`src/rtl/fifo_wr_arbiter.sv`:
```
// fifo_wr_arbiter: round-robin write arbiter with burst locking and occupancy tracking for a shared FIFO
//
// Shares one FIFO write port between NUM_REQ requesters. Each accepted beat is
// written to the FIFO on the following cycle through registered strobes.
//
// Optional feature (macro FIFO_ARB_PRIO0_EN): requester 0 wins IDLE
// arbitration whenever it is valid. A grant won this way leaves the
// round-robin pointer unchanged, and it never preempts an active lock.
//
// Ports:
//   clk           rising-edge clock
//   reset_n       asynchronous active-low reset
//   req_valid     per-requester beat valid
//   req_last      per-requester final beat of burst
//   req_data      packed payloads, requester i at [i*DATA_WIDTH +: DATA_WIDTH]
//   req_ready     per-requester accept, one-hot or zero
//   fifo_wr_en    registered write strobe
//   fifo_wr_data  registered write payload, holds when idle
//   fifo_rd_en    consumer pop pulse
//   fifo_full     occupancy == FIFO_CAP
//   fifo_empty    occupancy == 0
//   occupancy     current entry count
//   grant_id      last or current granted requester
//   busy          high while a burst lock is held
//   underflow_err sticky, pop seen while empty
module fifo_wr_arbiter #(
    parameter int NUM_REQ    = 4,
    parameter int DATA_WIDTH = 32,
    parameter int FIFO_CAP   = 15,
    parameter int MAX_BURST  = 8,
    localparam int IW = $clog2(NUM_REQ),
    localparam int OW = $clog2(FIFO_CAP + 1),
    localparam int CW = $clog2(MAX_BURST + 1)
) (
    input  logic                          clk,
    input  logic                          reset_n,
    input  logic [NUM_REQ-1:0]            req_valid,
    input  logic [NUM_REQ-1:0]            req_last,
    input  logic [NUM_REQ*DATA_WIDTH-1:0] req_data,
    output logic [NUM_REQ-1:0]            req_ready,
    output logic                          fifo_wr_en,
    output logic [DATA_WIDTH-1:0]         fifo_wr_data,
    input  logic                          fifo_rd_en,
    output logic                          fifo_full,
    output logic                          fifo_empty,
    output logic [OW-1:0]                 occupancy,
    output logic [IW-1:0]                 grant_id,
    output logic                          busy,
    output logic                          underflow_err
);
    typedef enum logic {IDLE, LOCK} state_t;

    state_t          state_q, state_d;
    logic [IW-1:0]   rr_q, rr_d;
    logic [IW-1:0]   lock_q, lock_d;
    logic [CW-1:0]   cnt_q, cnt_d;
    logic [OW-1:0]   occ_q, occ_d;
    logic            wr_en_q;
    logic [DATA_WIDTH-1:0] wr_data_q, wr_data_d;
    logic [IW-1:0]   gid_q, gid_d;
    logic            uf_q, uf_d;

    logic [IW-1:0]   sel, nxt;
    logic            hit, acc, adv, dec;
    int              idx;

    assign fifo_full     = occ_q == OW'(FIFO_CAP);
    assign fifo_empty    = occ_q == '0;
    assign occupancy     = occ_q;
    assign fifo_wr_en    = wr_en_q;
    assign fifo_wr_data  = wr_data_q;
    assign grant_id      = gid_q;
    assign busy          = state_q == LOCK;
    assign underflow_err = uf_q;

    // Candidate selection: the locked requester in LOCK, otherwise the first
    // valid requester scanning upward from the rr pointer with wrap.
    always_comb begin
        sel = '0;
        hit = 1'b0;
        idx = 0;
        if (state_q == LOCK) begin
            sel = lock_q;
            hit = req_valid[lock_q];
        end else begin
            for (int k = 0; k < NUM_REQ; k++) begin
                idx = int'(rr_q) + k;
                if (idx >= NUM_REQ) idx = idx - NUM_REQ;
                if (!hit && req_valid[idx]) begin
                    hit = 1'b1;
                    sel = IW'(idx);
                end
            end
`ifdef FIFO_ARB_PRIO0_EN
            if (req_valid[0]) begin
                hit = 1'b1;
                sel = '0;
            end
`endif
        end
    end

    assign acc       = hit && !fifo_full;
    assign req_ready = acc ? (NUM_REQ'(1) << sel) : '0;
    assign nxt       = (sel == IW'(NUM_REQ - 1)) ? '0 : sel + 1'b1;
`ifdef FIFO_ARB_PRIO0_EN
    assign adv = sel != '0;
`else
    assign adv = 1'b1;
`endif
    assign dec       = fifo_rd_en && occ_q != '0;
    assign occ_d     = occ_q + OW'(acc) - OW'(dec);
    assign uf_d      = uf_q | (fifo_rd_en && occ_q == '0);
    assign wr_data_d = acc ? req_data[sel*DATA_WIDTH +: DATA_WIDTH] : wr_data_q;

    always_comb begin
        state_d = state_q;
        rr_d    = rr_q;
        lock_d  = lock_q;
        cnt_d   = cnt_q;
        gid_d   = acc ? sel : gid_q;
        if (acc && state_q == IDLE) begin
            if (!req_last[sel] && MAX_BURST > 1) begin
                state_d = LOCK;
                lock_d  = sel;
                cnt_d   = CW'(1);
            end else if (adv) begin
                rr_d = nxt;
            end
        end else if (acc) begin
            // Release on the final beat or once the burst budget is spent.
            if (req_last[sel] || cnt_q >= CW'(MAX_BURST - 1)) begin
                state_d = IDLE;
                cnt_d   = '0;
                if (adv) rr_d = nxt;
            end else begin
                cnt_d = cnt_q + 1'b1;
            end
        end
    end

    always_ff @(posedge clk or negedge reset_n) begin
        if (!reset_n) begin
            state_q   <= IDLE;
            rr_q      <= '0;
            lock_q    <= '0;
            cnt_q     <= '0;
            occ_q     <= '0;
            wr_en_q   <= 1'b0;
            wr_data_q <= '0;
            gid_q     <= '0;
            uf_q      <= 1'b0;
        end else begin
            state_q   <= state_d;
            rr_q      <= rr_d;
            lock_q    <= lock_d;
            cnt_q     <= cnt_d;
            occ_q     <= occ_d;
            wr_en_q   <= acc;
            wr_data_q <= wr_data_d;
            gid_q     <= gid_d;
            uf_q      <= uf_d;
        end
    end
endmodule

```
`config.mk`:
```
export PLATFORM = sky130hd
export DESIGN_NAME = fifo_wr_arbiter
export DESIGN_NICKNAME = d
export VERILOG_FILES = /design/src/rtl/fifo_wr_arbiter.sv
export SDC_FILE = /design/constraint.sdc
export NUM_CORES = 1
export LEC_CHECK = 0
export CAP_MARGIN = 20
export CORE_MARGIN = 4
export CORE_UTILIZATION = 46
export CTS_CLUSTER_DIAMETER = 100
export DETAILED_ROUTE_END_ITERATION = 7
export DONT_BUFFER_PORTS = 1
export PLACE_DENSITY = 0.66
export SYNTH_ARGS = -nofsm -noshare
export SYNTH_HDL_FRONTEND = slang
export SYNTH_SLANG_ARGS = --single-unit
```
`constraint.sdc`:
```
create_clock -name clk -period 3.5 [get_ports clk]
set_input_delay 0.525 -clock clk [delete_from_list [all_inputs] [get_ports clk]]
set_output_delay 0.525 -clock clk [all_outputs]
set_load 0.02 [all_outputs]
```
==> impl_metrics.yaml <==
pwr:
  p_per_area_nw_per_um2: 1170
  p_seq_frac: 0.326
  power_switching_mw: 1.94
  p_leak_nw: 1.72
  ir_worst_vdd_uv: 473
  p_int_mw: 2.38
  swShare: 0.450
  combPwrFrac: 0.578
  clockPowerShare: 0.096
routing:
  drtIter0Drc: 47
  drt-pass1-iter-count: 4
  drc: 0
  vias: 2275
  antenna_left: 0
  wl_um: 7370
  wl_per_cell_um: 18.7
  avgViaCountPerCell: 5.77
floorplan:
  die_h_um: 94.7
  start_util: 0.474
  core_um2: 7290
  die_w_um: 94.7
  ios: 186
  num_rows: 31
  die_area_um2: 8960
synth:
  ys.flop_type: "dfrtp_1"
  synth_top_area_frac: 0.355
  synthArstFlopShare: 1.00
  synth_common_cells: "mux2i_1 (97), dfrtp_1 (49), mux2_2 (32)"
  synth_edf_count: 0
  synth_area_um2: 3450
  netlist_instances: 296
  ys_seq_elements: 49
  synth_area_leaders: "dfrtp_1 (35%), mux2i_1 (28%), mux2_2 (10%)"
  synthesis.nets: 447
  synth.most_common_cell: "mux2i_1"
  synth_cell_type_count: 45
  synth-warning-count: 0
  synth.avg_cell_area_um2: 11.7
  yosysSeqAreaShare: 0.355
  yosys.area.top_type: "dfrtp_1"
cells_and_area:
  area_delta_synth_final_pct: 6.48
  layout.cells.non_filler: 394
  fin_util: 0.504
  nets: 445
  drive_above_1_share: 0.200
  num_antenna_cells: 0
global_routing:
  grt_pass1_wl_um: 10600
  grt_pass1_vias: 2144
  use_met3: 0.0422
  grt_overflow: 0
  grt_max_degree: 50
  met2_usage: 0.256
  busiest_layer: "met2"
  track_usage: 0.150
  gr-usage-met1: 0.186
  antenna_found_initial: 0
timing:
  clock_skew_ns: 0.00663
  timing.final.crit_share: 0.882
  worstMarginPinSlew_ns: 0.466
  slew_viol_final: 0
  fin_crit_ns: 3.09
  rsz0062_at_grt: "no"
  hold_viol: 0
  setup_viol: 0
  slew_headroom: 0.689
  finalWorstSetupSlack_ns: 0.414
  final.setup.tns_ns: 0
  max_freq_mhz: 324
clock_network:
  clk_latency_ns: 0.29
  cts-root-buf: "clkbuf_8"
  clk_pin_slew_ns: 0.09
  cts_tree: "done"
  postCtsResizedCells: 0
  htreeDepth: 2
  cts_buffers: 5
  cts_sinks: 49
  clk_path_buf_depth: 2
worst_setup_path:
  crit_family: "simple AND/OR/NAND/NOR gates"
  crit_chain: "nand4bb_1 -> a311o_2 -> nand2_4 -> inv_1 -> ha_1 -> and2_1"
  setup.worst_path.end_class: "primary output"
  crit_required_ns: 2.97
  crit_arrival_ns: 2.56
  critPathMaxStageDelay_ns: 0.46
  criticalPathCategory: "reg -> out"
  worstSetupStartpointType: "flip-flop"
  crit_buf_inv: 1
  critPathMaxFanout: 27
  crit_slowest_cell: "dfrtp_1"
placement:
  dp_slack_ns: 0.122
  gp_congestion: 0.794
  dpl.hpwl_um: 5740
  port_buffers: 0
  placed_cells: 384
flow_run:
  max-cap-violations: 0
hold_path:
  hold_class: "in -> async"
status:
  status: "finished, final reports clean"
[power groups by stage]
stage	clock, mW	combinational [mW]	sequential, mW
floorplan	0	2.22	1.34
CTS	0.432	2.51	1.42
finish	0.413	2.50	1.41
detailed placement	0	2.48	1.43
global placement	0	2.42	1.43
global route	0.453	2.75	1.45
[cell families (layout without fill, tap and decap cells)]
group / count (synthesis) / after routing / synth area share
multiplexers: 133 / 133 / 0.402
flip-flops: 49 / 49 / 0.355
AND/OR/NAND/NOR: 45 / 45 / 0.0746
AO/OA/AOI/OAI: 30 / 30 / 0.0706
buffers and inverters: 25 / 24 / 0.0474
adder cells (fa/ha/maj): 12 / 12 / 0.0456
XOR/XNOR: 2 / 2 / 0.00507
[per-layer routing]
metal / wire (um) / up-vias
met1: 2950 / 1093
met3: 679 / 5
met5: 0 / -
met4: 60 / 0
li1: - / 1069
met2: 3680 / 108
[worst register-to-register path: stages (launching register included)]
cell and delay (ns):
dfrtp_1 0.46, nand4bb_1 0.29, a311o_2 0.45, nand2_4 0.36
buf_12 0.33, mux2i_1 0.36, mux2i_1 0.11, mux2_2 0.27
[layout by cell type (no fill, tap or decap), types with 4 or more instances in the layout]
cell type,count
mux2_2,32
mux2i_1,97
a21oi_1,7
nand2_1,10
nor2_1,6
ha_1,11
inv_1,7
dfrtp_1,49
buf_4,4
nand2b_1,4
and2_1,7
nand3_1,7
clkbuf_8,6
[worst paths after layout]
path / from / to / slack [ns] / cells after the start
max in group asynchronous: reset_n / occupancy[3] / 3.20 / 1
min in group clk: fifo_rd_en / underflow_err / 0.36 / 1
setup / recovery: rr_q[1] / req_ready[1] / 0.41 / 6
hold reg to reg: lock_q[1] / lock_q[1] / 0.55 / 1
hold / removal: reset_n / fifo_wr_data[7] / 0.06 / 1
setup reg to reg: rr_q[1] / fifo_wr_data[14] / 0.75 / 7
[flip-flops by register name (all words and copies together) (netlist names)]
| signal | cells |
|---|---|
| cnt_q | 4 |
| grant_id | 2 |
| fifo_wr_en | 1 |
| fifo_wr_data | 32 |
| busy | 1 |
| underflow_err | 1 |
| lock_q | 2 |
| rr_q | 2 |
| occupancy | 4 |
[per-stage QoR]
step	cell area, um2	total power, mW	hold WS, ns
after detailed placement	3510	3.91	0.230
after global placement	3510	3.85	0.230
final	3680	4.32	0.0640
after CTS	3660	4.35	0.0682
after global routing	3680	4.65	0.0746
after floorplan	3450	3.57	0.229
[timing repair]
| action | in CTS | in global routing |
|---|---|---|
| hold endpoints to repair | 49 | 0 |
| setup buffers | 0 | 0 |
| hold buffers | 1 | 0 |
[layout make-up]
class | count | area [um2]
clock buffer | 7 | 86.3
clock inverter | 1 | 30.0
fill | 677 | 3610
inverter | 9 | 33.8
multi-input combinational | 222 | 2080
sequential | 49 | 1230
tap | 99 | 124
timing repair buffer | 7 | 97.6
Power figures use the tool's default switching activity.
